[config.mk]
export PLATFORM = sky130hd
export DESIGN_NAME = wb_sequencer
export DESIGN_NICKNAME = d
export VERILOG_FILES = /design/src/rtl/wb_pkg.sv /design/src/rtl/wb_timeout_cnt.sv /design/src/rtl/wb_sequencer.sv
export SDC_FILE = /design/constraint.sdc
export NUM_CORES = 1
export LEC_CHECK = 0
export CAP_MARGIN = 20
export CELL_PAD_IN_SITES_DETAIL_PLACEMENT = 1
export CELL_PAD_IN_SITES_GLOBAL_PLACEMENT = 1
export CORE_UTILIZATION = 41
export DETAILED_ROUTE_END_ITERATION = 8
export PLACE_DENSITY_LB_ADDON = 0.05
export SYNTH_ARGS = -nofsm -noshare
export SYNTH_HDL_FRONTEND = slang
export SYNTH_SLANG_ARGS = --single-unit
[constraint.sdc]
create_clock -name CLK -period 4.2 [get_ports CLK]
set_input_delay 0.63 -clock CLK [delete_from_list [all_inputs] [get_ports CLK]]
set_output_delay 0.63 -clock CLK [all_outputs]
set_load 0.01 [all_outputs]
[src/rtl/wb_pkg.sv]
// Shared encodings for the write-back sequencer: descriptor classes, mux selects,
// FSM states and the flag-write "no write" code.
package wb_pkg;

    localparam logic [1:0] CLS_ALU  = 2'd0;
    localparam logic [1:0] CLS_LOAD = 2'd1;
    localparam logic [1:0] CLS_LINK = 2'd2;
    localparam logic [1:0] CLS_NOWB = 2'd3;

    localparam logic [1:0] MXRB_ALU = 2'b00;
    localparam logic [1:0] MXRB_DM  = 2'b01;
    localparam logic [1:0] MXRB_PC  = 2'b10;

    localparam logic [2:0] W_RF_NONE = 3'b000;

    typedef enum logic [1:0] {
        ST_IDLE     = 2'd0,
        ST_WAIT_MEM = 2'd1,
        ST_WRITE    = 2'd2
    } wb_state_t;

    function automatic logic [1:0] mxrb_for(input logic [1:0] cls);
        case (cls)
            CLS_LOAD: return MXRB_DM;
            CLS_LINK: return MXRB_PC;
            default:  return MXRB_ALU;
        endcase
    endfunction

endpackage

[src/rtl/wb_timeout_cnt.sv]
// Clearable saturating cycle counter; tc is high once the count reaches TIMEOUT-1.
module wb_timeout_cnt #(
    parameter int TIMEOUT = 16
) (
    input  logic CLK,
    input  logic RST_N,
    input  logic clr,
    input  logic inc,
    output logic tc
);

    localparam logic [7:0] TC_VAL = 8'(TIMEOUT - 1);

    logic [7:0] cnt;

    always_ff @(posedge CLK or negedge RST_N) begin
        if (!RST_N) begin
            cnt <= 8'd0;
        end else if (clr) begin
            cnt <= 8'd0;
        end else if (inc && (cnt != TC_VAL)) begin
            cnt <= cnt + 8'd1;
        end
    end

    assign tc = (cnt == TC_VAL);

endmodule

[src/rtl/wb_sequencer.sv]
// Write-back stage controller: sequences ALU/LINK/LOAD/NOWB descriptors into
// register-bank writes, waits on data memory for loads and counts retirements.
module wb_sequencer
    import wb_pkg::*;
#(
    parameter int TIMEOUT = 16,
    parameter int CNT_W   = 32
) (
    input  logic             CLK,
    input  logic             RST_N,
    input  logic             ex_valid,
    output logic             ex_ready,
    input  logic [1:0]       ex_class,
    input  logic [4:0]       ex_rd,
    input  logic [2:0]       ex_W_RF,
    output logic             dm_req,
    input  logic             dm_ack,
    output logic [1:0]       S_MXRB,
    output logic             rb_we,
    output logic [4:0]       rb_addr,
    output logic [2:0]       W_RF,
    output logic             mem_err,
    output logic [CNT_W-1:0] retired,
    output logic [1:0]       dbg_state
);

    // Handshake: a descriptor transfers on a rising edge where ex_valid && ex_ready;
    // ex_ready depends on state only, and the producer holds the descriptor until then.

    wb_state_t        state, state_nxt;
    logic             accept;
    logic             tc;
    logic             timeout_hit;
    logic [1:0]       mxrb_q;
    logic [4:0]       rd_q;
    logic [2:0]       wrf_q;
    logic             mem_err_q;
    logic [CNT_W-1:0] retired_q;
    logic [1:0]       ret_inc;

    function automatic wb_state_t next_for_class(input logic [1:0] cls);
        case (cls)
            CLS_LOAD: return ST_WAIT_MEM;
            CLS_NOWB: return ST_IDLE;
            default:  return ST_WRITE;
        endcase
    endfunction

    assign ex_ready = (state == ST_IDLE) || (state == ST_WRITE);
    assign accept   = ex_valid && ex_ready;

    wb_timeout_cnt #(.TIMEOUT(TIMEOUT)) u_timeout (
        .CLK   (CLK),
        .RST_N (RST_N),
        .clr   (accept && (ex_class == CLS_LOAD)),
        .inc   ((state == ST_WAIT_MEM) && !dm_ack),
        .tc    (tc)
    );

    always_ff @(posedge CLK or negedge RST_N) begin
        if (!RST_N) begin
            state <= ST_IDLE;
        end else begin
            state <= state_nxt;
        end
    end

    always_comb begin
        state_nxt   = state;
        dm_req      = 1'b0;
        rb_we       = 1'b0;
        timeout_hit = 1'b0;
        case (state)
            ST_IDLE: begin
                if (accept) state_nxt = next_for_class(ex_class);
            end
            ST_WAIT_MEM: begin
                dm_req = 1'b1;
                if (dm_ack) begin
                    state_nxt = ST_WRITE;
                end else if (tc) begin
                    state_nxt   = ST_IDLE;
                    timeout_hit = 1'b1;
                end
            end
            ST_WRITE: begin
                rb_we     = 1'b1;
                state_nxt = accept ? next_for_class(ex_class) : ST_IDLE;
            end
            default: state_nxt = ST_IDLE;
        endcase
    end

    // NOWB leaves the mux select and address untouched so the datapath stays quiet.
    always_ff @(posedge CLK or negedge RST_N) begin
        if (!RST_N) begin
            mxrb_q <= MXRB_ALU;
            rd_q   <= 5'd0;
            wrf_q  <= W_RF_NONE;
        end else if (accept && (ex_class != CLS_NOWB)) begin
            mxrb_q <= mxrb_for(ex_class);
            rd_q   <= ex_rd;
            wrf_q  <= (ex_class == CLS_ALU) ? ex_W_RF : W_RF_NONE;
        end
    end

    // A WRITE and a NOWB accept in the same cycle retire two descriptors.
    assign ret_inc = {1'b0, (state == ST_WRITE)} + {1'b0, (accept && (ex_class == CLS_NOWB))};

    always_ff @(posedge CLK or negedge RST_N) begin
        if (!RST_N) begin
            retired_q <= '0;
            mem_err_q <= 1'b0;
        end else begin
            retired_q <= retired_q + CNT_W'(ret_inc);
            mem_err_q <= timeout_hit;
        end
    end

    assign S_MXRB    = mxrb_q;
    assign rb_addr   = rd_q;
    assign W_RF      = rb_we ? wrf_q : W_RF_NONE;
    assign mem_err   = mem_err_q;
    assign retired   = retired_q;
    assign dbg_state = state;

endmodule
==> results.json <==
{
  "status": "completed",
  "die_h_um": 79.14,
  "cts_resized": 0,
  "antenna_cells": 0,
  "clock_skew_ns": 0.003004,
  "fp.dieArea_um2": 6263,
  "path_max_fanout": 5,
  "synthArstFlopShare": 1.000,
  "synth_top_cell_by_area": "dfrtp_1",
  "fmax_mhz": 349.4,
  "via_per_inst": 5.031,
  "vias": 1791,
  "crit_type": "input pin to register",
  "yosysWarnings": 0,
  "syn_inst": 217,
  "arrival_ns": 3.06,
  "clkTransAtPathRegs_ns": 0.09,
  "tns_ns": 0,
  "worstPathRequired_ns": 4.40,
  "row_count": 27,
  "drt-pass1-iter-count": 4,
  "setup_ws_ns": 1.338,
  "die_x_um": 79.14,
  "synth_enable_flop_cells": 0,
  "clk_path_buf_depth": 2,
  "ant_nets": 0,
  "synth_ff_type": "dfrtp_1",
  "cts_setup_buffers": 0,
  "cellPowerDensity_nw_per_um2": 384.4,
  "drt_wl_total_um": 5474,
  "grt_pass1_wl_um": 9439,
  "finalSetupViolCount": 0,
  "syn2layout_area_growth_pct": 32.82,
  "synthesis.area_um2": 2440,
  "initial_core_util": 0.4351,
  "io_buffers": 61,
  "drv_slew": 0,
  "tritoncts": "done",
  "insertion_delay_ns": 0.31,
  "post-place-cells": 348,
  "grt-ovfl-total": 0,
  "pre_cts_ws_ns": 0.9987,
  "place_hpwl_um": 3941,
  "first_iter_violations": 35,
  "stdcell_count": 356,
  "routabilityCongestion": 0.7137,
  "syn-num-nets": 234,
  "ys_ff_latch": 53,
  "multi_input_area_um2": 1046,
  "ys_types": 33,
  "period_minus_slack_ns": 2.862,
  "grt_max_degree": 54,
  "power_leakage_nw": 1.379,
  "cts_root_buf": "clkbuf_8",
  "ir_drop_mv": 0.1594,
  "finalHoldViolations": 0,
  "syn_avg_cell_area_um2": 11.24,
  "min_period_over_period": 0.6814,
  "synth_top_cell_area_share": 0.5436,
  "hold_buffers": 0,
  "regArea_um2": 1326,
  "antenna_found_initial": 0,
  "route.detailed.drc": 0,
  "synth-seq-area-share": 0.5436,
  "grt_pass1_vias": 1939,
  "coreArea_um2": 5608,
  "synthTopCellsByArea": "dfrtp_1 54%, xnor2_1 11%, nor2_1 3.5%",
  "rsz0062_at_grt": "no",
  "pin_count": 62,
  "max_slew_margin": 0.2852,
  "track_usage": 0.1968,
  "htree_levels": 2,
  "layout.nets": 300,
  "cp-end-kind": "register",
  "drive_gt1_frac": 0.08451,
  "min_path_type": "input pin to async pin",
  "avgRoutedWirePerCell_um": 15.38,
  "cp-start-kind": "input pin",
  "worst_pin_slew_ns": 1.063,
  "cap_violations": 0,
  "cts_buffers": 5,
  "nFillCells": 641,
  "clkSinkCount": 53
}
[sequential cells by signal (all words and copies together) (netlist names)]
name and cells:
mem_err 1, rb_addr 5, wrf_q 3, S_MXRB 2
u_timeout.cnt 8, retired 32, dbg_state 2
[metal layers]
layer,wire [um],share of wire,track usage
met2,2582,0.47,0.3233
met4,79,0.014,0.06364
met1,2596,0.47,0.2597
met3,217,0.040,0.04023
met5,0,0,0
[layout by cell type, fill, tap and decap left out, drive strengths merged]
cell type | Yosys | final
dfrtp | 53 | 53
xor2 | 6 | 6
and2 | 5 | 5
inv | 12 | 12
nor4 | 7 | 7
a211oi | 2 | 2
bufinv | 0 | 1
a22o | 3 | 3
clkdlybuf4s50 | 0 | 60
nand4b | 2 | 2
nand2 | 11 | 11
mux2i | 1 | 1
a21o | 1 | 1
nor3 | 6 | 6
nand4 | 13 | 13
a21oi | 1 | 1
buf | 3 | 2
fa | 1 | 1
xnor2 | 31 | 31
ha | 2 | 2
nor2 | 24 | 24
or3b | 1 | 1
nand2b | 3 | 3
clkinvlp | 0 | 1
or2 | 1 | 1
mux2 | 5 | 5
and2b | 2 | 2
and3 | 4 | 4
nor3b | 1 | 1
clkbuf | 0 | 6
nand3 | 16 | 16
[worst max-delay path: stages]
cell,delay (ns)
clkdlybuf4s50_1,0.48
and2b_1,0.17
nand3_1,0.11
fa_1,0.39
inv_1,0.09
ha_1,0.20
nand4_1,0.25
nor4_1,0.41
nand3_1,0.17
xnor2_1,0.16
[cell usage after synthesis, drive strengths merged (3+ instances only)]
master and count:
and2 5, inv 12, nand2b 3, xnor2 31, and3 4, nand2 11, mux2 5, nand3 16
a22o 3, buf 3, nor4 7, dfrtp 53, nor3 6, nor2 24, xor2 6, nand4 13
[cells by family (layout without fill, tap and decap cells)]
family                   Yosys count  count (layout)  share of synthesized area
AO/OA/AOI/OAI                      7               7                    0.02359
XOR/XNOR                          37              37                     0.1328
adder cells (fa/ha/maj)            3               3                    0.01846
buffers and inverters             15              82                    0.02769
flip-flops                        53              53                     0.5436
multiplexers                       6               6                    0.02718
AND/OR/NAND/NOR                   96              96                     0.2267
[power by group]
group,switching [mW],internal [mW]
logic,0.113,0.142
clock network,0.170,0.194
registers,0.0592,0.567
[worst paths after layout]
path                                               start                      endpoint  slack [ns]  depth (start not counted)
worst max register to register  dbg_state[0]$_DFFE_PN0P_         retired[16]$_DFF_PN0_        1.61                          9
min in group CLK                   retired[31]$_DFF_PN0_         retired[31]$_DFF_PN0_        0.48                          1
worst min register to register     retired[31]$_DFF_PN0_         retired[31]$_DFF_PN0_        0.48                          1
worst min-delay path                               RST_N  u_timeout.cnt[6]$_DFFE_PN0P_        0.44                          2
worst max-delay path                            ex_valid         retired[16]$_DFF_PN0_        1.34                         10
max in group asynchronous                          RST_N         retired[18]$_DFF_PN0_        3.32                          2
[metrics by stage]
stage	instance area, um2	power (mW)	util	hold WS [ns]
finish	3241	1.246	0.5779	0.4369
global route	3241	1.309	0.5779	0.4896
CTS	3241	1.266	0.5779	0.4598
detailed placement	3120	0.8973	0.5564	0.4656
global placement	3120	0.8851	0.5564	0.4618
floorplan	2440	0.7361	-	0.3344
[area by class of cell]
cell class / instances / share of cell area
clock buffers: 6 / 0.02548
clock inverters: 2 / 0.01158
inverters: 12 / 0.01390
multi-input cells: 149 / 0.3228
flip-flops and latches: 53 / 0.4093
well taps: 72 / 0.02780
repair buffers: 62 / 0.1892
Note: power is estimated with default switching activity, not from simulation.
